## src/rtl/demux_pkg.sv

```systemverilog
// Shared defaults and FSM state encoding for the serial demux/collector.
package demux_pkg;

    localparam int N_WAYS_DEF = 8;
    localparam int SEL_W_DEF  = 3;

    typedef enum logic {
        COLLECT = 1'b0,
        HOLD    = 1'b1
    } state_e;

endpackage

```

## src/rtl/demux_dec.sv

```systemverilog
// Enable-gated select-to-one-hot decoder; produces the per-lane write strobe.
module demux_dec #(
    parameter int N_WAYS = 8,
    parameter int SEL_W  = 3
) (
    input  logic              i_en,
    input  logic [SEL_W-1:0]  i_sel,
    output logic [N_WAYS-1:0] o_onehot
);

    for (genvar k = 0; k < N_WAYS; k++) begin : g_lane
        assign o_onehot[k] = i_en && (i_sel == SEL_W'(k));
    end

endmodule

```

## src/rtl/demux_collect.sv

```systemverilog
// Steers serial bits into lanes by select code, then hands the finished word
// to a one-entry valid/ready output register.
module demux_collect
    import demux_pkg::*;
#(
    parameter int N_WAYS = N_WAYS_DEF,
    parameter int SEL_W  = SEL_W_DEF
) (
    input  logic              clk,
    input  logic              rst_n,
    input  logic              d,
    input  logic [SEL_W-1:0]  s,
    input  logic              d_valid,
    output logic              d_ready,
    input  logic              flush,
    output logic [N_WAYS-1:0] y,
    output logic              y_valid,
    input  logic              y_ready,
    output logic [N_WAYS-1:0] m,
    output logic              dup_err
);

    state_e            r_state;
    state_e            w_state_nxt;
    logic [N_WAYS-1:0] r_acc;
    logic [N_WAYS-1:0] r_m;
    logic [N_WAYS-1:0] r_y;
    logic              r_y_valid;
    logic              r_dup_err;

    logic              w_wr;
    logic [N_WAYS-1:0] w_lane;
    logic [N_WAYS-1:0] w_word;
    logic              w_complete;
    logic              w_slot_free;
    logic              w_load;
    logic [N_WAYS-1:0] w_load_word;

    assign d_ready = (r_state == COLLECT);

    // flush wins over a write in the same cycle, so the write strobe is masked.
    assign w_wr = d_valid && d_ready && !flush;

    demux_dec #(
        .N_WAYS (N_WAYS),
        .SEL_W  (SEL_W)
    ) u_dec (
        .i_en     (w_wr),
        .i_sel    (s),
        .o_onehot (w_lane)
    );

    assign w_word      = (r_acc & ~w_lane) | ({N_WAYS{d}} & w_lane);
    assign w_complete  = w_wr && (&(r_m | w_lane));
    assign w_slot_free = !r_y_valid || y_ready;
    assign w_load_word = (r_state == HOLD) ? r_acc : w_word;

    always_comb begin
        w_state_nxt = r_state;
        w_load      = 1'b0;
        case (r_state)
            COLLECT: begin
                if (w_complete) begin
                    if (w_slot_free) w_load = 1'b1;
                    else             w_state_nxt = HOLD;
                end
            end
            HOLD: begin
                if (flush) begin
                    w_state_nxt = COLLECT;
                end else if (w_slot_free) begin
                    w_load      = 1'b1;
                    w_state_nxt = COLLECT;
                end
            end
            default: w_state_nxt = COLLECT;
        endcase
    end

    always_ff @(posedge clk or negedge rst_n) begin
        if (!rst_n) r_state <= COLLECT;
        else        r_state <= w_state_nxt;
    end

    always_ff @(posedge clk or negedge rst_n) begin
        if (!rst_n) begin
            r_acc     <= '0;
            r_m       <= '0;
            r_y       <= '0;
            r_y_valid <= 1'b0;
            r_dup_err <= 1'b0;
        end else begin
            r_dup_err <= w_wr && (|(r_m & w_lane));

            // Load and drain in the same cycle keeps y_valid high: no bubble.
            if (w_load) begin
                r_y       <= w_load_word;
                r_y_valid <= 1'b1;
            end else if (r_y_valid && y_ready) begin
                r_y_valid <= 1'b0;
            end

            if (flush || w_load) begin
                r_acc <= '0;
                r_m   <= '0;
            end else if (w_wr) begin
                // A completed word blocked by a full slot lands here and is
                // frozen in HOLD with an all-ones mask.
                r_acc <= w_word;
                r_m   <= r_m | w_lane;
            end
        end
    end

    assign y       = r_y;
    assign y_valid = r_y_valid;
    assign m       = r_m;
    assign dup_err = r_dup_err;

endmodule

```

## config.mk

```make
export PLATFORM = sky130hd
export DESIGN_NAME = demux_collect
export DESIGN_NICKNAME = d
export VERILOG_FILES = /design/src/rtl/demux_pkg.sv /design/src/rtl/demux_dec.sv /design/src/rtl/demux_collect.sv
export SDC_FILE = /design/constraint.sdc
export NUM_CORES = 1
export LEC_CHECK = 0
export ABC_AREA = 1
export CORE_MARGIN = 2
export CORE_UTILIZATION = 56
export CTS_BUF_LIST = sky130_fd_sc_hd__clkbuf_8
export DETAILED_ROUTE_END_ITERATION = 16
export PLACE_DENSITY = 0.88
export SYNTH_ARGS = -nofsm -noshare
export SYNTH_HDL_FRONTEND = slang
export SYNTH_SLANG_ARGS = --single-unit
```

## constraint.sdc

```tcl
create_clock -name clk -period 2.4 [get_ports clk]
set_input_delay 0.48 -clock clk [delete_from_list [all_inputs] [get_ports clk]]
set_output_delay 0.48 -clock clk [all_outputs]
set_load 0.05 [all_outputs]
```

==> metrics.cfg <==
[pwr]
power.density_mw_per_mm2=484
peakVddDrop_mv=0.430
p_leak_uw=0.000826
power_uw=849

[floorplanning]
io_pins=28
die_x_um=53.6
fp-row-count=17
die-area_mm2=0.00287
start_util_pct=60.5
coreArea_mm2=0.00228
die_height_um=53.6

[drt]
wirelength_um=3220
ant_nets=0
wl_met3_um=160
drcViolationCount=0
drtPass1Iterations=4
maxUsedRoutingLayer=met4
vias=1188
first_iter_violations=42
avgRoutedWirePerCell_um=13.8
met1_length_um=1350
met2WireLength_um=1660
via_per_inst=5.10

[place]
place.gp.congestion=0.915
dp_hpwl_um=2380
pre_cts_ws_ns=0.0867
port_buffers=27
placed_cell_area_mm2=0.00171

[sta]
slew_headroom_pct=66.1
fmax_ghz=0.455
drv_slew=0
setup_ws_ns=0.202
report.final.hold_viol_count=0
setup_viol=0
period_share_pct=91.6
period_minus_slack_ns=2.20
fin_tns_setup_ns=0
max_slew.worst_pin.slew_ns=0.507
rsz0062_at_grt=no
skew_ns=0.00117

[final_layout]
layout.area.seq_um2=676
n_antenna_cell=0
n_fill_cell=176
design_area_mm2=0.00175
area_growth_pct=27.5
multi_input_area_um2=591
finalNetCount=215
drive_gt1_share_pct=15.6

[setup_path]
cp_data_required_time_ns=1.92
setup.worst_path.class=reg2out
startpoint_type=flip-flop
critPathMaxFanout=4
end_kind=output port
critPathArrivalTime_ns=1.72

[synthesis]
yosysWarnings=0
ys_types=20
netlist_area_mm2=0.00138
syn_inst=172
yosysSeqAreaShare_pct=49.1
synth-seq-cells=27
avgSynthCellArea_um2=8.00
synth_nets=181

[global_route]
grt_pass1_wl_um=5100
grt_usage_pct=25.4
gr-total-overflow=0
grt_max_degree=28
grt_pass1_vias=1188
antenna_found_initial=0

[clock_tree]
cts_buffer_depth=2
insertion_delay_ns=0.28
cts_buffers=3
clk_pin_slew_worst_paths_ns=0.10
cts_resized=0
ctsHtreeMaxLevel=1
cts_setup_buffers=0
cts_tree=built
cts_root_buffer=clkbuf_8
postCtsHoldBufs=0
cts.sinks=27

[outcome]
status=complete, no violations

[run]
cap_violations=0

[worst_hold_path]
hold_path.class=reg2reg

==> metal layers <==
layer  GRT usage, %  vias to the layer above
met5              0                        -
met4           10.3                        0
met3           2.50                        7
met2           46.9                       41
met1           30.0                      550
li1               -                      590
==> per-stage QoR <==
step,cells,utilization (%),hold slack [ns]
after detailed placement,229,74.9,0.458
after floorplan,172,-,0.184
final,233,77.1,0.481
after CTS,233,77.1,0.483
after global routing,233,77.1,0.497
after global placement,229,74.9,0.457
==> path summary, 6_finish.rpt <==
kind	start	to	slack [ns]	cells past startpoint
worst max register to register	r_state$_DFF_PN0_	y[4]$_DFFE_PN0P_	0.67	10
max in group asynchronous	rst_n	m[3]$_DFFE_PN0P_	1.58	2
worst min-delay path	y[3]$_DFFE_PN0P_	y[3]$_DFFE_PN0P_	0.48	2
worst min register to register	y[3]$_DFFE_PN0P_	y[3]$_DFFE_PN0P_	0.48	2
worst max-delay path	r_state$_DFF_PN0_	d_ready	0.20	2
min in group asynchronous	rst_n	m[1]$_DFFE_PN0P_	0.56	2
==> layout make-up <==
type | instances | area share [%]
multi-input combinational | 118 | 33.7
inverter | 26 | 5.63
tap | 28 | 2.00
sequential | 27 | 38.5
clock buffer | 3 | 2.35
timing repair buffer | 30 | 17.4
clock inverter | 1 | 0.428
==> power breakdown <==
part,switching (uW),internal [uW]
registers,3.25,461
clock network,162,119
logic,67.8,36.6
==> worst max-delay path, cell delays in order, from the launching register on <==
cell	delay, ns
dfrtp_1	0.48
inv_2	0.14
clkdlybuf4s50_1	0.81
==> cell usage after synthesis <==
cell type	instances	area share, %
a21oi_1	8	2.9
nor2_2	10	4.5
inv_1	24	6.5
buf_6	1	0.82
inv_2	1	0.27
nand2_1	40	11
o21ai_0	2	0.73
o2111ai_1	1	0.64
o21ai_2	1	0.64
nand2_2	8	3.6
o22ai_1	2	0.91
nand3b_1	8	4.4
nand4_1	1	0.45
dfrtp_1	27	49
nor2_8	1	1.5
nand3_1	4	1.5
nor2_1	29	7.9
nand2_4	2	1.6
clkinv_2	1	0.36
nand3_2	1	0.73
==> registers in the layout (all words and copies together) (netlist names) <==
name     flops
y_valid      1
r_state      1
m            8
y            8
dup_err      1
r_acc        8
==> cell families (layout without fill, tap and decap cells) <==
logic type | Yosys count | count (layout) | synth area share (%)
compound gates | 14 | 14 | 5.82
buf+inv | 27 | 60 | 8.00
simple gates | 104 | 104 | 37.1
flops | 27 | 27 | 49.1
==> layout by cell type, fill, tap and decap left out, types with 2 or more instances in the layout <==
master           instances
nand3b_1                 8
clkbuf_8                 3
nand2_1                 40
o21ai_0                  2
nand3_1                  4
dfrtp_1                 27
inv_1                   24
nand2_4                  2
a21oi_1                  8
buf_4                    2
nor2_1                  29
clkdlybuf4s50_1         27
nor2_2                  10
nand2_2                  8
o22ai_1                  2
No activity file was read; power rests on OpenSTA's default activity.
